### config.mk
export PLATFORM = sky130hd
export DESIGN_NAME = cpu_sequencer
export DESIGN_NICKNAME = d
export VERILOG_FILES = /design/src/rtl/cpu_seq_pkg.sv /design/src/rtl/cpu_sequencer.sv
export SDC_FILE = /design/constraint.sdc
export NUM_CORES = 1
export LEC_CHECK = 0
export ABC_AREA = 1
export CORE_ASPECT_RATIO = 1.75
export CORE_MARGIN = 2
export CORE_UTILIZATION = 50
export CTS_CLUSTER_DIAMETER = 30
export CTS_CLUSTER_SIZE = 24
export DETAILED_ROUTE_END_ITERATION = 10
export PLACE_DENSITY = 0.9
export SYNTH_ARGS = -nofsm -noshare
export SYNTH_HDL_FRONTEND = slang
export SYNTH_SLANG_ARGS = --single-unit
### constraint.sdc
create_clock -name clk -period 2.6 [get_ports clk]
set_input_delay 0.39 -clock clk [delete_from_list [all_inputs] [get_ports clk]]
set_output_delay 0.39 -clock clk [all_outputs]
set_load 0.01 [all_outputs]
### src/rtl/cpu_seq_pkg.sv
// Shared types and constants for the instruction sequencer.
// Phase strobe bit positions, sequencer state encoding, address width.
// Helper maps a sequencer state to its one-hot phase strobe pattern.
package cpu_seq_pkg;

  localparam int ADDR_W = 32;

  // Bit positions inside the start[3:0] phase strobe vector
  localparam int PH_FETCH  = 0;
  localparam int PH_DECODE = 1;
  localparam int PH_EXEC   = 2;
  localparam int PH_PC     = 3;

  typedef enum logic [2:0] {
    ST_IDLE   = 3'd0,
    ST_FETCH  = 3'd1,
    ST_DECODE = 3'd2,
    ST_EXEC   = 3'd3,
    ST_SETUP  = 3'd4,
    ST_WB     = 3'd5,
    ST_HALT   = 3'd6
  } state_t;

  // SETUP deliberately has no strobe: it gives pc_o/pc_update a full cycle
  // of setup before the PC-update strobe rises in WB.
  function automatic logic [3:0] phase_strobe(input state_t s);
    logic [3:0] st;
    st = 4'b0000;
    case (s)
      ST_FETCH:  st[PH_FETCH]  = 1'b1;
      ST_DECODE: st[PH_DECODE] = 1'b1;
      ST_EXEC:   st[PH_EXEC]   = 1'b1;
      ST_WB:     st[PH_PC]     = 1'b1;
      default:   st = 4'b0000;
    endcase
    return st;
  endfunction

endpackage

### src/rtl/cpu_sequencer.sv
// Purpose: per-instruction phase sequencer (fetch/decode/exec/setup/wb) with halt, branch redirect and retire count.
// Latency: 5 clk per instruction, outputs registered from the next-state decode (visible in the state they describe).
// Backpressure: none; run/step are accepted only in IDLE or at WB, HALT is left only through rst_n.
module cpu_sequencer
  import cpu_seq_pkg::*;
#(
  parameter int CNT_W = 32
) (
  input  logic              clk,
  input  logic              rst_n,
  input  logic              run,
  input  logic              step,
  input  logic              halt_req,
  input  logic              branch_taken,
  input  logic [ADDR_W-1:0] branch_target,
  output logic [3:0]        start,
  output logic              pc_update,
  output logic [ADDR_W-1:0] pc_o,
  output logic              busy,
  output logic              halted,
  output logic [CNT_W-1:0]  retired
);

  state_t state_q;
  state_t state_d;
  logic   halt_flag_q;
  logic   enter_fetch;
  logic   sample_halt;

  // Every non-IDLE/HALT state is a single cycle, so moving into FETCH is
  // always an entry event.
  assign enter_fetch = (state_d == ST_FETCH);
  assign sample_halt = (state_q == ST_DECODE) || (state_q == ST_EXEC);

  // State register
  always_ff @(posedge clk or negedge rst_n) begin
    if (!rst_n) state_q <= ST_IDLE;
    else        state_q <= state_d;
  end

  // Next-state logic: fixed phase chain, decision point at WB
  always_comb begin
    state_d = state_q;
    case (state_q)
      ST_IDLE:   if (run || step) state_d = ST_FETCH;
      ST_FETCH:  state_d = ST_DECODE;
      ST_DECODE: state_d = ST_EXEC;
      ST_EXEC:   state_d = ST_SETUP;
      ST_SETUP:  state_d = ST_WB;
      ST_WB: begin
        if (halt_flag_q) state_d = ST_HALT;
        else if (run)    state_d = ST_FETCH;
        else             state_d = ST_IDLE;
      end
      ST_HALT:   state_d = ST_HALT;
      default:   state_d = ST_IDLE;
    endcase
  end

  // Status outputs registered from the next state so they line up with it
  always_ff @(posedge clk or negedge rst_n) begin
    if (!rst_n) begin
      start  <= 4'b0000;
      busy   <= 1'b0;
      halted <= 1'b0;
    end else begin
      start  <= phase_strobe(state_d);
      busy   <= (state_d != ST_IDLE) && (state_d != ST_HALT);
      halted <= (state_d == ST_HALT);
    end
  end

  // Halt flag: latched during DECODE/EXEC, forgotten when a new fetch begins
  always_ff @(posedge clk or negedge rst_n) begin
    if (!rst_n)                        halt_flag_q <= 1'b0;
    else if (enter_fetch)              halt_flag_q <= 1'b0;
    else if (sample_halt && halt_req)  halt_flag_q <= 1'b1;
  end

  // Branch redirect captured at EXEC exit, held through SETUP and WB
  always_ff @(posedge clk or negedge rst_n) begin
    if (!rst_n) begin
      pc_update <= 1'b0;
      pc_o      <= '0;
    end else if (enter_fetch) begin
      pc_update <= 1'b0;
    end else if (state_q == ST_EXEC) begin
      pc_update <= branch_taken;
      if (branch_taken) pc_o <= branch_target;
    end
  end

  // Retire counter: one per WB exit, free-running wrap
  always_ff @(posedge clk or negedge rst_n) begin
    if (!rst_n)                 retired <= '0;
    else if (state_q == ST_WB)  retired <= retired + CNT_W'(1);
  end

endmodule

==> results.json, run 1 <==
{
  "run_status": "finished, final reports clean",
  "tritoncts.num_buffers": 9,
  "p_total_mw": 4.54,
  "seqPwrFrac_pct": 39.3,
  "max_slew.worst_pin.slew_ns": 0.459,
  "drc_errors": 0,
  "required_ns": 2.21,
  "synthCells": 409,
  "antenna_cells": 0,
  "die_area_sq_mm": 0.00801,
  "cts_root_buf": "sky130_fd_sc_hd__clkbuf_16",
  "top_level_ports": 109,
  "power.switching_fraction_pct": 32.1,
  "postRouteWirelength_microns": 9160,
  "p_clk_share_pct": 25.5,
  "critPathBufInv": 1,
  "p_switching_mw": 1.46,
  "critPathArrivalTime_ns": 1.43,
  "core_area_sq_mm": 0.00713,
  "multi_input_area_sq_mm": 0.00157,
  "post_cts_hold_buffer_count": 0,
  "timing.slew.headroom_pct": 69.1,
  "critical_path_class": "register to primary output",
  "drt_first_pass_iters": 4,
  "vias": 3130,
  "layout.core_utilization_pct": 71.0,
  "startpoint_kind_of_the_worst_setup_timing_path": "register",
  "clk_pin_slew_ns": 0.06,
  "cts-htree-levels": 3,
  "power_density_mw_per_mm2": 897,
  "worst_path_dominant_cell_family": "buffers and inverters",
  "nNetsFinal": 561,
  "grt-ovfl-total": 0,
  "drt_iter0_markers": 165,
  "synth_warnings": 0,
  "timing.setup.tns_ns": 0,
  "worstPathCellList": "clkdlybuf4s50_1",
  "antenna_violations_before_repair": 0,
  "die_h_microns": 117,
  "std_cell_rows": 41,
  "via_count_of_the_first_global_routing_pass": 3234,
  "routed_via_count_divided_by_cell_count": 5.11,
  "power.static_leakage_nw": 2.26,
  "critPathMaxStageDelay_ns": 0.62,
  "port_buffers": 108,
  "cts_tree": "done",
  "global_route_wire_length_before_repair_microns": 15000,
  "grt_setup_unrepaired": "no",
  "fillers": 500,
  "routabilityCongestion": 0.855,
  "grt.busiest_layer": "met2",
  "postSynthRegisterBits": 75,
  "place_worst_setup_slack_ns": 0.880,
  "synthDistinctLibCells": 30,
  "max-cap-violations": 0,
  "net_count_after_synthesis": 448,
  "time_the_final_worst_path_needs_with_i_o_delays_and_setup_ns": 1.82,
  "post-route-period-util_pct": 69.8,
  "syn-cell-area_sq_mm": 0.00364,
  "post_cts_buffers": 0,
  "final_setup_fails": 0,
  "grt.total_usage_pct": 25.9,
  "seq_area_frac_synth_pct": 51.5,
  "cts-root-to-sink-buffers": 2,
  "path_max_fanout": 6,
  "start_util_pct": 51.1,
  "finalHoldViolCount": 0,
  "detailed_placement_hpwl_microns": 6880,
  "area_growth_pct": 39.0,
  "clock_sinks": 75,
  "clock-skew-final_ns": 0.00540,
  "avgSynthCellArea_sq_um": 8.91,
  "drv_slew": 0,
  "cp_slowest_cell": "sky130_fd_sc_hd__clkdlybuf4s50_1",
  "postCtsResizedCells": 0,
  "power.share.combinational_pct": 35.1,
  "floorplan.die.width_microns": 68.5,
  "post_drt_wl_per_cell_microns": 14.9,
  "grt_max_degree": 76,
  "ir_worst_vdd_v": 0.000789,
  "hold_path_class": "input pin to asynchronous set/reset pin",
  "drive_gt1_share_pct": 12.7,
  "global_route.usage.met2_pct": 44.8,
  "power_report.internal_total_mw": 3.08,
  "final_antenna_net_count": 0,
  "max_freq_mhz": 551,
  "ff_latch_area_sq_mm": 0.00188,
  "use_met1_pct": 27.0,
  "post-route-worst-setup-slack_ns": 0.784,
  "clock_latency_ns": 0.34,
  "globalRouteMet3Util_pct": 7.36,
  "endpoint_kind_of_the_worst_setup_timing_path": "primary output"
}
## cell families after synthesis
family | synth area share (%)
flops | 51.5
buf+inv | 5.39
compound gates | 1.17
xor+xnor | 3.85
mux | 9.89
simple gates | 27.8
fa+ha+maj | 0.343
## power groups by stage
stage	Sequential [mW]	Combinational (mW)	Clock, mW
global placement	1.76	1.52	0
finish	1.78	1.59	1.16
detailed placement	1.80	1.59	0
CTS	1.78	1.61	1.17
global route	1.82	1.71	1.23
floorplan	1.89	0.622	0
## Yosys cell counts
master	instances	area [sq um]
sky130_fd_sc_hd__a31oi_1	1	6.26
sky130_fd_sc_hd__nand2_1	133	499
sky130_fd_sc_hd__mux2_2	31	349
sky130_fd_sc_hd__xnor2_1	4	35.0
sky130_fd_sc_hd__nand4_2	1	12.5
sky130_fd_sc_hd__nor2_2	3	18.8
sky130_fd_sc_hd__inv_1	32	120
sky130_fd_sc_hd__nor2_1	63	236
sky130_fd_sc_hd__a21oi_1	2	10.0
sky130_fd_sc_hd__nand2_4	1	11.3
sky130_fd_sc_hd__nand3b_1	3	22.5
sky130_fd_sc_hd__nand3_4	1	17.5
sky130_fd_sc_hd__xor2_1	12	105
sky130_fd_sc_hd__nand3_2	3	30.0
sky130_fd_sc_hd__nor2_4	1	11.3
sky130_fd_sc_hd__nand2_2	2	12.5
sky130_fd_sc_hd__buf_4	1	7.51
sky130_fd_sc_hd__ha_1	1	12.5
sky130_fd_sc_hd__nor3_1	3	15.0
sky130_fd_sc_hd__nand3_1	15	75.1
sky130_fd_sc_hd__clkbuf_1	1	3.75
sky130_fd_sc_hd__buf_2	1	5.00
sky130_fd_sc_hd__nor3_4	2	32.5
sky130_fd_sc_hd__mux2_1	1	11.3
sky130_fd_sc_hd__nand4_1	3	18.8
sky130_fd_sc_hd__o21ai_0	4	20.0
sky130_fd_sc_hd__dfrtp_1	75	1880
sky130_fd_sc_hd__inv_2	4	15.0
sky130_fd_sc_hd__buf_6	4	45.0
sky130_fd_sc_hd__o22ai_1	1	6.26
## registers in the layout, summed over array words and instances, names as in the netlist
register     flops
pc_o            32
retired         32
start            4
state_q          3
busy             1
halt_flag_q      1
halted           1
pc_update        1
## final timing paths
kind	slack [ns]	depth (start not counted)	end	start
setup / recovery	0.78	1	retired[22]	retired[22]$_DFFE_PN0N_
hold / removal	0.08	2	pc_o[31]$_DFFE_PN0P_	rst_n
setup reg to reg	0.89	5	retired[24]$_DFFE_PN0N_	state_q[2]$_DFF_PN0_
hold reg to reg	0.50	1	pc_o[4]$_DFFE_PN0P_	pc_o[4]$_DFFE_PN0P_
max in group asynchronous	2.23	2	pc_o[15]$_DFFE_PN0P_	rst_n
min in group clk	0.50	1	pc_o[4]$_DFFE_PN0P_	pc_o[4]$_DFFE_PN0P_
## cells in the final DEF (no fill, tap or decap), types with 4 or more instances in the layout
cell	count
sky130_fd_sc_hd__clkbuf_16	9
sky130_fd_sc_hd__inv_1	32
sky130_fd_sc_hd__clkdlybuf4s50_1	107
sky130_fd_sc_hd__dfrtp_1	75
sky130_fd_sc_hd__nand2_1	133
sky130_fd_sc_hd__xor2_1	12
sky130_fd_sc_hd__inv_2	4
sky130_fd_sc_hd__o21ai_0	4
sky130_fd_sc_hd__xnor2_1	4
sky130_fd_sc_hd__mux2_2	31
sky130_fd_sc_hd__nor2_1	63
sky130_fd_sc_hd__nand3_1	15
## per-stage QoR
stage / std cells / area, sq um / hold WS [ns]
final: 613 / 5060 / 0.0778
after global routing: 613 / 5060 / 0.127
after CTS: 613 / 5060 / 0.0893
after detailed placement: 597 / 4780 / 0.454
after global placement: 597 / 4780 / 0.447
after floorplan: 409 / 3640 / 0.0944
## layer usage
metal	wire [microns]	vias up	part of all wire, %
met4	349	0	3.8
met3	666	30	7.3
li1	-	1511	-
met1	3140	1458	34
met2	5000	131	55
met5	0	-	0
## final cells by class
cell class	instances	share of cell area, %
clock buffers	9	4.45
clock inverters	7	1.01
multi-input cells	291	31.0
inverters	36	2.67
well taps	86	2.13
repair buffers	109	21.7
flip-flops and latches	75	37.1
Power figures use the tool's default switching activity.
==> run 2, diff against run 1 <==
--- a/config.mk
+++ b/config.mk
@@ -8,11 +8,11 @@
 export ABC_AREA = 1
 export CORE_ASPECT_RATIO = 1.75
 export CORE_MARGIN = 2
-export CORE_UTILIZATION = 50
+export CORE_UTILIZATION = 43
 export CTS_CLUSTER_DIAMETER = 30
 export CTS_CLUSTER_SIZE = 24
 export DETAILED_ROUTE_END_ITERATION = 10
-export PLACE_DENSITY = 0.9
+export PLACE_DENSITY = 0.83
 export SYNTH_ARGS = -nofsm -noshare
 export SYNTH_HDL_FRONTEND = slang
 export SYNTH_SLANG_ARGS = --single-unit
==> constraint.sdc (replaced) <==
create_clock -name clk -period 1.55 [get_ports clk]
set_input_delay 0.2325 -clock clk [delete_from_list [all_inputs] [get_ports clk]]
set_output_delay 0.2325 -clock clk [all_outputs]
set_load 0.01 [all_outputs]
==> run 2 against run 1 <==
Compared with the run above: cell area up 6.3%; utilization down 5.8 points; combinational power up 73%; via count up 2.7%; clock-buffer cell count up 1; sequential power up 66%; global-route usage down 4.4 points; critical endpoint is now retired[21]$_DFFE_PN0N_.
==> results.json, run 2 (synthesized netlist as in run 1, its figures left out) <==
{
  "run_status": "finished, final reports clean",
  "top_level_ports": 109,
  "nNetsFinal": 583,
  "vias": 3213,
  "drc_errors": 0,
  "clock-skew-final_ns": 0.00696,
  "detailed_placement_hpwl_microns": 6840,
  "critPathArrivalTime_ns": 1.76,
  "via_count_of_the_first_global_routing_pass": 3361,
  "ff_latch_area_sq_mm": 0.00189,
  "area_growth_pct": 47.7,
  "die_h_microns": 126,
  "max-cap-violations": 0,
  "finalHoldWorstSlack_ns": 0.460,
  "regToRegSetupSlack_ns": 0.01,
  "regToRegStartpoint": "retired[16]$_DFFE_PN0N_",
  "power.share.combinational_pct": 34.2,
  "grt_setup_unrepaired": "yes",
  "mostFrequentLayoutCells": "sky130_fd_sc_hd__nand2_1, sky130_fd_sc_hd__clkdlybuf4s50_1, sky130_fd_sc_hd__dfrtp_1",
  "clock_sinks": 75,
  "fillers": 644,
  "path_max_fanout": 4,
  "start_util_pct": 44.1,
  "grt-ovfl-total": 0,
  "routabilityCongestion": 0.924,
  "antenna_violations_before_repair": 0,
  "layout.core_utilization_pct": 65.1,
  "reg_top3": "pc_o (32), retired (32), start (4)",
  "cts-htree-levels": 3,
  "seqPwrFrac_pct": 36.8,
  "stdcell_area_sq_mm": 0.00538,
  "max_freq_mhz": 650,
  "post-route-period-util_pct": 99.3,
  "global_route_wire_length_before_repair_microns": 15300,
  "core_area_sq_mm": 0.00826,
  "port_buffers": 108,
  "timing.setup.tns_ns": 0,
  "die_area_sq_mm": 0.00925,
  "drt_first_pass_iters": 4,
  "routed_via_count_divided_by_cell_count": 5.02,
  "time_the_final_worst_path_needs_with_i_o_delays_and_setup_ns": 1.54,
  "power_density_mw_per_mm2": 1490,
  "post-route-worst-setup-slack_ns": 0.0113,
  "post_drt_wl_per_cell_microns": 14.4,
  "drt_iter0_markers": 191,
  "crit_start": "retired[16]$_DFFE_PN0N_",
  "tritoncts.num_buffers": 9,
  "multi_input_area_sq_mm": 0.00161,
  "std_cell_rows": 44,
  "grt.total_usage_pct": 21.5,
  "startpoint_kind_of_the_worst_setup_timing_path": "register",
  "postRouteWirelength_microns": 9190,
  "hold_path_class": "input pin to asynchronous set/reset pin",
  "cts-root-to-sink-buffers": 2,
  "power.switching_fraction_pct": 29.1,
  "endpoint_kind_of_the_worst_setup_timing_path": "register",
  "finalHoldViolCount": 0,
  "p_clk_share_pct": 29.0,
  "floorplan.die.width_microns": 73.6,
  "max_slew.worst_pin.slew_ns": 0.412,
  "power_report.internal_total_mw": 5.70,
  "p_switching_mw": 2.34,
  "grt_max_degree": 76,
  "drive_gt1_share_pct": 19.7,
  "cts_tree": "done",
  "place_worst_setup_slack_ns": 0.0483,
  "antenna_cells": 0,
  "ir_worst_vdd_v": 0.00140,
  "clk_pin_slew_ns": 0.06,
  "final_antenna_net_count": 0,
  "drv_slew": 0,
  "final_setup_fails": 0,
  "required_ns": 1.77,
  "critical_path_class": "register to register",
  "place_area_sq_mm": 0.00488,
  "power.static_leakage_nw": 2.64,
  "timing.slew.headroom_pct": 72.5,
  "clock_latency_ns": 0.33,
  "layout_commonest_cell": "sky130_fd_sc_hd__nand2_1",
  "cts_root_buf": "sky130_fd_sc_hd__clkbuf_16"
}
## run 2: cell types whose count changed in the layout (fill, tap and decap cells not counted), moves of 2 or more
cell and change:
sky130_fd_sc_hd__dlymetal6s2s_1 +11, sky130_fd_sc_hd__buf_4 +19, sky130_fd_sc_hd__dfrtp_2 +10, sky130_fd_sc_hd__nor2_1 -11, sky130_fd_sc_hd__bufinv_16 +3, sky130_fd_sc_hd__dlygate4sd2_1 +11, sky130_fd_sc_hd__inv_6 -2, sky130_fd_sc_hd__dfrtp_1 -10
sky130_fd_sc_hd__clkdlybuf4s50_1 -22, sky130_fd_sc_hd__nor2_2 +8, sky130_fd_sc_hd__nor2_4 +3
## run 2: power by group through the flow
stage	clock network, mW	logic (mW)	registers, mW
2_1_floorplan	0	1.04	3.17
5_1_grt	2.45	2.96	3.03
4_1_cts	2.38	2.76	2.96
6_report	2.33	2.75	2.96
3_3_place_gp	0	2.70	2.96
3_5_place_dp	0	2.78	2.97
## run 2: routing by layer
metal | GRT usage (%) | routed length [microns]
met5 | 0 | 0
met4 | 11.8 | 397
met2 | 36.6 | 4820
met1 | 22.7 | 3310
met3 | 6.96 | 664
## run 2: worst max-delay path: stages (launching register included)
cell                      delay [ns]
sky130_fd_sc_hd__dfrtp_1        0.38
sky130_fd_sc_hd__buf_4          0.13
sky130_fd_sc_hd__nand2_1        0.06
sky130_fd_sc_hd__nor2_1         0.24
sky130_fd_sc_hd__nand2_1        0.16
sky130_fd_sc_hd__nor2_1         0.17
sky130_fd_sc_hd__nand2_1        0.08
sky130_fd_sc_hd__nand2_1        0.06
sky130_fd_sc_hd__nand2_1        0.05
sky130_fd_sc_hd__nand2_1        0.05
sky130_fd_sc_hd__nand2_1        0.05
## run 2: layout make-up
| type | instances | share of cell area (%) |
|---|---|---|
| repair buffers | 131 | 24.1 |
| clock inverters | 5 | 1.91 |
| well taps | 92 | 2.14 |
| flip-flops and latches | 75 | 35.1 |
| clock buffers | 10 | 4.26 |
| multi-input cells | 291 | 30.0 |
| inverters | 36 | 2.51 |
## run 2: metrics by stage
stage          power (mW)  std cells
6_report             8.04        640
5_1_grt              8.44        640
4_1_cts              8.10        637
3_5_place_dp         5.75        613
3_3_place_gp         5.65        613
2_1_floorplan        4.21        409
## run 2: what timing repair did
item	in CTS	in global routing
hold buffers	1	0
endpoints found under the hold margin	75	0
setup buffers	8	3
pin swaps	0	0
endpoints found under the setup margin	20	37
resized for setup	19	30
## run 2: final timing paths
| path | end | cells after the start |
|---|---|---|
| setup / recovery | retired[21]$_DFFE_PN0N_ | 10 |
| hold / removal | pc_o[0]$_DFFE_PN0P_ | 3 |
| setup reg to reg | retired[21]$_DFFE_PN0N_ | 10 |
| hold reg to reg | pc_o[0]$_DFFE_PN0P_ | 1 |
| max in group asynchronous | retired[20]$_DFFE_PN0N_ | 3 |
| min in group clk | pc_o[0]$_DFFE_PN0P_ | 1 |
